## src/rtl/uart_rx.sv

```systemverilog
// UART receiver: start / 8 data bits LSB first / optional parity / stop,
// PRESCALE clocks per bit, each bit decided by a 2-of-3 majority around mid-bit.
module uart_rx #(
    parameter int PRESCALE = 8
) (
    input  logic       clk,
    input  logic       rst,
    input  logic       RX_IN,
    input  logic       PAR_EN,
    input  logic       PAR_TYP,
    output logic [7:0] P_DATA,
    output logic       Data_Valid,
    output logic       par_err,
    output logic       stp_err,
    output logic       busy,
    output logic [2:0] dbg_state_o
);
    localparam int CW = $clog2(PRESCALE);
    localparam logic [CW-1:0] LAST  = CW'(PRESCALE - 1);
    localparam logic [CW-1:0] SMP_0 = CW'(PRESCALE / 2 - 1);
    localparam logic [CW-1:0] SMP_1 = CW'(PRESCALE / 2);
    localparam logic [CW-1:0] SMP_2 = CW'(PRESCALE / 2 + 1);

    typedef enum logic [2:0] {
        IDLE   = 3'd0,
        START  = 3'd1,
        DATA   = 3'd2,
        PARITY = 3'd3,
        STOP   = 3'd4
    } state_e;

    state_e          state_q, state_d;
    logic [CW-1:0]   edge_cnt_q, edge_cnt_d;
    logic [2:0]      bit_cnt_q, bit_cnt_d;
    logic [7:0]      shreg_q, shreg_d;
    logic [2:0]      samp_q, samp_d;
    logic            par_en_q, par_en_d;
    logic            par_typ_q, par_typ_d;
    logic            frame_err_q, frame_err_d;
    logic [7:0]      p_data_q, p_data_d;
    logic            dv_q, dv_d;
    logic            par_err_q, par_err_d;
    logic            stp_err_q, stp_err_d;
    logic            busy_q, busy_d;
    logic            maj;

    assign maj = (samp_q[0] & samp_q[1]) | (samp_q[0] & samp_q[2]) | (samp_q[1] & samp_q[2]);

    always_comb begin
        state_d     = state_q;
        edge_cnt_d  = edge_cnt_q;
        bit_cnt_d   = bit_cnt_q;
        shreg_d     = shreg_q;
        samp_d      = samp_q;
        par_en_d    = par_en_q;
        par_typ_d   = par_typ_q;
        frame_err_d = frame_err_q;
        p_data_d    = p_data_q;
        dv_d        = 1'b0;
        par_err_d   = 1'b0;
        stp_err_d   = 1'b0;

        if (state_q != IDLE) begin
            edge_cnt_d = (edge_cnt_q == LAST) ? '0 : edge_cnt_q + CW'(1);
            if (edge_cnt_q == SMP_0) samp_d[0] = RX_IN;
            if (edge_cnt_q == SMP_1) samp_d[1] = RX_IN;
            if (edge_cnt_q == SMP_2) samp_d[2] = RX_IN;
        end

        case (state_q)
            IDLE: begin
                // The detecting cycle is edge 0 of the start bit, so START begins at edge 1.
                if (!RX_IN) begin
                    state_d     = START;
                    edge_cnt_d  = CW'(1);
                    bit_cnt_d   = '0;
                    par_en_d    = PAR_EN;
                    par_typ_d   = PAR_TYP;
                    frame_err_d = 1'b0;
                end
            end
            START: begin
                if (edge_cnt_q == LAST) begin
                    state_d   = maj ? IDLE : DATA;
                    bit_cnt_d = '0;
                end
            end
            DATA: begin
                if (edge_cnt_q == LAST) begin
                    shreg_d[bit_cnt_q] = maj;
                    if (bit_cnt_q == 3'd7) begin
                        state_d = par_en_q ? PARITY : STOP;
                    end else begin
                        bit_cnt_d = bit_cnt_q + 3'd1;
                    end
                end
            end
            PARITY: begin
                if (edge_cnt_q == LAST) begin
                    if (maj != (^shreg_q ^ par_typ_q)) begin
                        par_err_d   = 1'b1;
                        frame_err_d = 1'b1;
                    end
                    state_d = STOP;
                end
            end
            STOP: begin
                if (edge_cnt_q == LAST) begin
                    if (!maj) begin
                        stp_err_d = 1'b1;
                    end else if (!frame_err_q) begin
                        p_data_d = shreg_q;
                        dv_d     = 1'b1;
                    end
                    state_d = IDLE;
                end
            end
            default: state_d = IDLE;
        endcase

        busy_d = (state_d != IDLE);
    end

    always_ff @(posedge clk) begin
        if (!rst) begin
            state_q     <= IDLE;
            edge_cnt_q  <= '0;
            bit_cnt_q   <= '0;
            shreg_q     <= '0;
            samp_q      <= '0;
            par_en_q    <= 1'b0;
            par_typ_q   <= 1'b0;
            frame_err_q <= 1'b0;
            p_data_q    <= '0;
            dv_q        <= 1'b0;
            par_err_q   <= 1'b0;
            stp_err_q   <= 1'b0;
            busy_q      <= 1'b0;
        end else begin
            state_q     <= state_d;
            edge_cnt_q  <= edge_cnt_d;
            bit_cnt_q   <= bit_cnt_d;
            shreg_q     <= shreg_d;
            samp_q      <= samp_d;
            par_en_q    <= par_en_d;
            par_typ_q   <= par_typ_d;
            frame_err_q <= frame_err_d;
            p_data_q    <= p_data_d;
            dv_q        <= dv_d;
            par_err_q   <= par_err_d;
            stp_err_q   <= stp_err_d;
            busy_q      <= busy_d;
        end
    end

    assign P_DATA      = p_data_q;
    assign Data_Valid  = dv_q;
    assign par_err     = par_err_q;
    assign stp_err     = stp_err_q;
    assign busy        = busy_q;
    assign dbg_state_o = state_q;
endmodule

```

## config.mk

```make
export PLATFORM = sky130hd
export DESIGN_NAME = uart_rx
export DESIGN_NICKNAME = d
export VERILOG_FILES = /design/src/rtl/uart_rx.sv
export SDC_FILE = /design/constraint.sdc
export NUM_CORES = 1
export LEC_CHECK = 0
export BUFFER_PORTS_ARGS = -buffer_cell sky130_fd_sc_hd__buf_2
export CORE_MARGIN = 3
export CORE_UTILIZATION = 50
export CTS_BUF_LIST = sky130_fd_sc_hd__clkbuf_16
export CTS_CLUSTER_SIZE = 28
export DETAILED_ROUTE_END_ITERATION = 6
export PLACE_DENSITY = 0.73
export SLEW_MARGIN = 0
export SYNTH_ARGS = -nofsm -noshare
export SYNTH_HDL_FRONTEND = slang
export SYNTH_SLANG_ARGS = --single-unit
```

## constraint.sdc

```tcl
create_clock -name clk -period 1.7 [get_ports clk]
set_input_delay 0.17 -clock clk [delete_from_list [all_inputs] [get_ports clk]]
set_output_delay 0.17 -clock clk [all_outputs]
set_load 0.02 [all_outputs]
```

==> results.txt, run 1 <==
CP Max Fanout: 3
Combinational Power Share: 5.7%
Area post-placement: 1910 µm²
Routability cong.: 0.896
Status: completed
CTS root buf: clkbuf_16
Core area: 3200 µm²
Leakage: 0.000956 µW
CTS Hold Bufs: 0
Largest net degree at the start of global routing: 19
Initial antenna violation count: 0
R2r endpoint: busy
Slew headroom: 66.7%
First-pass GRT wire length: 6070 µm
Hold endpoint: par_en_q
CTS tree: yes
Slew Limit Fails: 0
Gate Count Post-Synth: 184
Die span in y: 65.1 µm
Row count: 20
Clk slew on worst S/H paths: 0.05 ns
Area leader, netlist: dfxtp_1
VDD IR-drop max: 0.548 mV
Hold Fails Final Rpt: 0
Synthesized cell area: 1750 µm²
CP arrival: 1.80 ns
Iteration-0 DRC Markers: 65
Sequential-to-total area share from yosys stat: 40.1%
Final setup viols: 0
Pre-antenna DRT Iters: 5
Port Buffers: 19
Final WS setup: 0.0852 ns
MaxCap Viol Count: 0
Synth top cells by count: 35 x dfxtp_1, 30 x nor2_1, 20 x mux2i_1
Crit path capture type: flop
Fillcell total: 276
Final min period: 1.61 ns
FF+latch count, synth: 35
Grt ovf: 0
Sw Ratio: 20.3%
Vias in the first global route: 1289
Drt via density: 5.61
Portion of total power attributed to sequential cells: 43.5%
WL/cell: 15.3 µm
Cell depth of the worst flop-to-flop path: 7
N_diodes: 0
EDFF count, synth: 0
Total wire length: 3820 µm
Post-synthesis async set-or-reset flop share: 0%
FMAX: 619 MHz
Clock Path Buffers: 2
CTS H-tree depth: 2
Least-Margin Pin Slew: 0.496 ns
Final nets: 219
Synth top area share: 40.1%
Critical path type: flop to flop
Crit share post-route: 95.0%
Synth area leaders: dfxtp_1 40%, mux2i_1 11%, nor2_1 6.4%, ha_1 5.7%, xnor3_1 2.6%
HPWL after detailed placement: 2560 µm
Dpl ws: 0.00790 ns
Final Cell Area: 2140 µm²
Hold path start: PAR_EN
CP Data Required Time: 1.89 ns
Hold Crit Class: primary input to flop
Via Count: 1403
GR Util All Layers: 18.5%
CTS sink count: 35
Worst Clk Skew: 0.00353 ns
Int Pwr: 1560 µW
Power per cell area: 913 nW/µm²
Most frequent cell after synthesis: dfxtp_1
Area growth syn-to-layout: 22.5%
Hold-critical path depth: 3
Startpoint Class: flop
Average cell area after synthesis: 9.50 µm²
Top-Level Pins: 20
Initial Util: 54.6%
RR Startpoint: edge_cnt_q[0]
DR DRC count: 0
Die Area: 4240 µm²
Syn_nets: 197
Switching Power: 396 µW
TritonCTS Buffers: 5
Most used flip-flop cell after synthesis: dfxtp_1
Worst reg-to-reg setup slack: 0.09 ns
Clock Latency Late Sink: 0.27 ns
Post-DRT Antenna Nets: 0
Share of cells above drive strength 1: 25.2%
Die width: 65.1 µm
Ys Warns: 0
Netlist cell types: 41
Share of power burned in the clock network: 50.8%
[flip-flops by register name (all words and copies together), names as in the netlist]
register and count:
busy 1, par_en_q 1, samp_q 3, P_DATA 8, par_err 1, par_typ_q 1, dbg_state_o 3, stp_err 1
frame_err_q 1, bit_cnt_q 3, shreg_q 8, edge_cnt_q 3, Data_Valid 1
[power by group through the flow]
| stage | clock network [µW] | logic [µW] | registers, µW |
|---|---|---|---|
| 3_3_place_gp | 0 | 102 | 863 |
| 2_1_floorplan | 0 | 77.4 | 863 |
| 6_report | 992 | 112 | 850 |
| 3_5_place_dp | 0 | 108 | 864 |
| 4_1_cts | 995 | 109 | 847 |
| 5_1_grt | 1040 | 122 | 852 |
[critical path, stage by stage (launching register included)]
cell      delay, ns
dfxtp_2        0.35
ha_4           0.16
ha_2           0.19
buf_4          0.12
nand2b_1       0.04
or4_1          0.39
a21o_1         0.18
o221ai_1       0.08
[per-stage QoR]
step	utilization (%)	cells	TNS (ns)	total power [µW]	hold WS, ns
2_1_floorplan	-	184	0	941	0.312
3_3_place_gp	59.5	242	0	964	0.408
3_5_place_dp	59.5	242	0	972	0.423
4_1_cts	64.6	249	0	1950	0.140
5_1_grt	66.8	250	-0.0368	2020	0.178
6_report	66.8	250	0	1950	0.136
[layout by cell type (no fill, tap or decap), types with 3 or more instances in the layout]
| cell type | Yosys | routed |
|---|---|---|
| a21oi_1 | 7 | 6 |
| buf_2 | 4 | 19 |
| buf_4 | 3 | 5 |
| clkbuf_16 | 0 | 5 |
| dfxtp_1 | 35 | 30 |
| dfxtp_2 | 0 | 4 |
| ha_1 | 8 | 4 |
| inv_1 | 8 | 9 |
| mux2i_1 | 20 | 20 |
| nand2_1 | 8 | 8 |
| nand2b_1 | 5 | 5 |
| nand3_1 | 8 | 8 |
| nand4_1 | 3 | 3 |
| nand4b_1 | 3 | 3 |
| nor2_1 | 30 | 30 |
| nor3_1 | 3 | 3 |
| xnor2_1 | 4 | 4 |
[routing by layer]
layer / global-route usage [%] / routed length, µm
met5: 0 / 0
met4: 6.74 / 38
met1: 22.9 / 1680
met2: 32.1 / 1940
met3: 3.59 / 157
[worst max-delay path by stage]
stage | from | endpoint | slack [ns] | cells past startpoint
6_report | edge_cnt_q[0] | busy | 0.09 | 7
5_1_grt | bit_cnt_q[0] | bit_cnt_q[0] | -0.04 | 6
4_1_cts | edge_cnt_q[1] | shreg_q[2] | 0.02 | 6
3_5_place_dp | edge_cnt_q[1] | shreg_q[4] | 0.008 | 6
3_3_place_gp | edge_cnt_q[1] | shreg_q[4] | 0.08 | 6
2_1_floorplan | edge_cnt_q[0] | shreg_q[4] | 0.04 | 7
[final cells by class]
| class | count | area (µm²) | area share (%) |
|---|---|---|---|
| multi-input cells | 130 | 1010 | 47.4 |
| flip-flops and latches | 35 | 709 | 33.1 |
| repair buffers | 26 | 173 | 8.07 |
| clock buffers | 5 | 125 | 5.84 |
| well taps | 44 | 55.1 | 2.57 |
| clock inverters | 2 | 33.8 | 1.58 |
| inverters | 8 | 30.0 | 1.40 |
[cells by family after synthesis]
logic type | Yosys count | share of synthesized area, %
AOI/OAI and AO/OA | 19 | 8.09
xor gates and xnor gates | 7 | 5.51
adders and majority gates | 9 | 6.37
buffers and inverters | 20 | 5.65
DFF | 35 | 40.1
muxes | 20 | 11.5
and+or+nand+nor | 74 | 22.8
[timing repair]
action,CTS,global route
gates resized for setup,1,14
setup endpoints to repair,1,9
pin swaps,0,2
gates cloned,0,1
buffers inserted,0,0
No activity file was read; power rests on OpenSTA's default activity.
==> run 2: changes to the inputs <==
BUFFER_PORTS_ARGS = -buffer_cell sky130_fd_sc_hd__buf_4   (was -buffer_cell sky130_fd_sc_hd__buf_2)
==> results.txt, run 2 (same netlist as run 1, synthesis figures left out) <==
CP Data Required Time: 1.90 ns
Initial Util: 54.6%
Initial antenna violation count: 0
CP Buf/Inv Count: 1
Met3 wire len: 149 µm
Post-DRT Antenna Nets: 0
Post-Route M1 WL: 1620 µm
WL/cell: 14.7 µm
Final setup viols: 0
Row count: 20
Worst Clk Skew: 0.00515 ns
Met2 Wirelength: 1840 µm
Critical path's top delay family: flip-flops
CTS H-tree depth: 2
Die width: 65.1 µm
Slowest stage delay, CP: 0.62 ns
Clk slew on worst S/H paths: 0.05 ns
Leading cell types in the layout, fill and taps excluded: 31 x dfxtp_1, 30 x nor2_1, 27 x buf_4, 20 x mux2i_1, 9 x inv_1
Die span in y: 65.1 µm
Hold slack: 0.132 ns
HPWL after detailed placement: 2540 µm
Critical path type: flop to flop
CTS tree: yes
Routability cong.: 0.867
Largest net degree at the start of global routing: 20
Share of cells above drive strength 1: 24.5%
Least-Margin Pin Slew: 0.481 ns
Hold Fails Final Rpt: 0
Status: completed
GR Util All Layers: 20.1%
Iteration-0 DRC Markers: 45
Top-Level Pins: 20
CP Max Fanout: 16
Critical-path cell list: inv_1 > or4_1 > a21o_1 > o221ai_1
Power per cell area: 850 nW/µm²
Drt via density: 5.50
Clock Latency Late Sink: 0.28 ns
Max layer used: met4
CTS root buf: clkbuf_16
CP arrival: 1.79 ns
N_diodes: 0
Port Buffers: 19
First-pass GRT wire length: 6580 µm
Total wire length: 3700 µm
Grt ovf: 0
Final min period: 1.59 ns
Commonest non-fill, non-tap cell in the layout: dfxtp_1
Slowest-stage cell, CP: dfxtp_1
CTS Hold Bufs: 0
Vias in the first global route: 1395
Die Area: 4240 µm²
Dpl ws: 0.0329 ns
Hold Crit Class: primary input to flop
Leakage: 0.000953 µW
Slew Limit Fails: 0
CTS sink count: 35
Clock Path Buffers: 2
MaxCap Viol Count: 0
Post-CTS Setup Repair Bufs: 0
Final WS setup: 0.106 ns
DR DRC count: 0
TritonCTS Buffers: 5
VDD IR-drop max: 0.441 mV
Core area: 3200 µm²
FMAX: 627 MHz
Via Count: 1385
Pre-antenna DRT Iters: 5
Startpoint Class: flop
Crit path capture type: flop
Crit share post-route: 93.8%
Slew headroom: 67.9%
Final nets: 220
Fillcell total: 285
Area growth syn-to-layout: 23.0%
## run 2: cell count changes in the layout (fill, tap and decap cells not counted)
cell / delta
ha_2: -1
buf_2: -19
buf_4: +22
dfxtp_1: +1
clkinv_2: +1
dfxtp_4: -1
a21oi_1: +1
clkinvlp_4: +1
bufinv_16: -1
buf_12: -1
a21oi_2: -1
and4bb_2: -1
ha_1: +1
## run 2: layout make-up
class                           instances  area, µm²  share of cell area, %
Clock inverter                          3       16.3                  0.756
Sequential cell                        35        706                   32.8
Timing Repair Buffer                   28        223                   10.4
Tap cell                               44       55.1                   2.56
Clock buffer                            5        125                   5.82
Multi-Input combinational cell        129        996                   46.3
Inverter                                8       30.0                   1.40
## run 2: worst paths after layout
check	startpoint	to	slack, ns	cells past startpoint
worst max-delay path	dbg_state_o[0]	busy	0.11	4
worst min-delay path	PAR_TYP	par_typ_q	0.13	3
worst min register to register	samp_q[0]	samp_q[0]	0.48	2
worst max register to register	dbg_state_o[0]	busy	0.11	4
## run 2: power breakdown
| group | switching (µW) | internal, µW | leakage (µW) | total, µW |
|---|---|---|---|---|
| logic | 59.7 | 50.7 | 0.000597 | 110 |
| clock network | 334 | 534 | 0.0000710 | 868 |
| registers | 16.5 | 833 | 0.000285 | 850 |
| total | 410 | 1420 | 0.000953 | 1830 |
## run 2: per-stage QoR
step                      instances  util, %  total power, µW  instance area, µm²  TNS [ns]
after CTS                       252     65.5             1830                2100         0
after global routing            252     67.1             1900                2150  -0.00904
final                           252     67.1             1830                2150         0
after detailed placement        244     61.1              973                1960         0
after floorplan                 184        -              941                1750         0
after global placement          244     61.1              968                1960         0
## run 2: worst min-delay path: stages
cell     delay, ns
buf_4         0.08
mux2i_1       0.05
nor2_1        0.07
## run 2: repair_timing
| action | 4_1_cts | 5_1_grt |
|---|---|---|
| resized for setup | 0 | 11 |
| hold endpoints to repair | 0 | 0 |
| setup endpoints to repair | 0 | 14 |
## run 2: metal layers
metal	track usage, %	up-vias
li1	-	683
met4	9.07	0
met5	0	-
met1	24.7	661
met2	33.8	30
met3	4.10	11
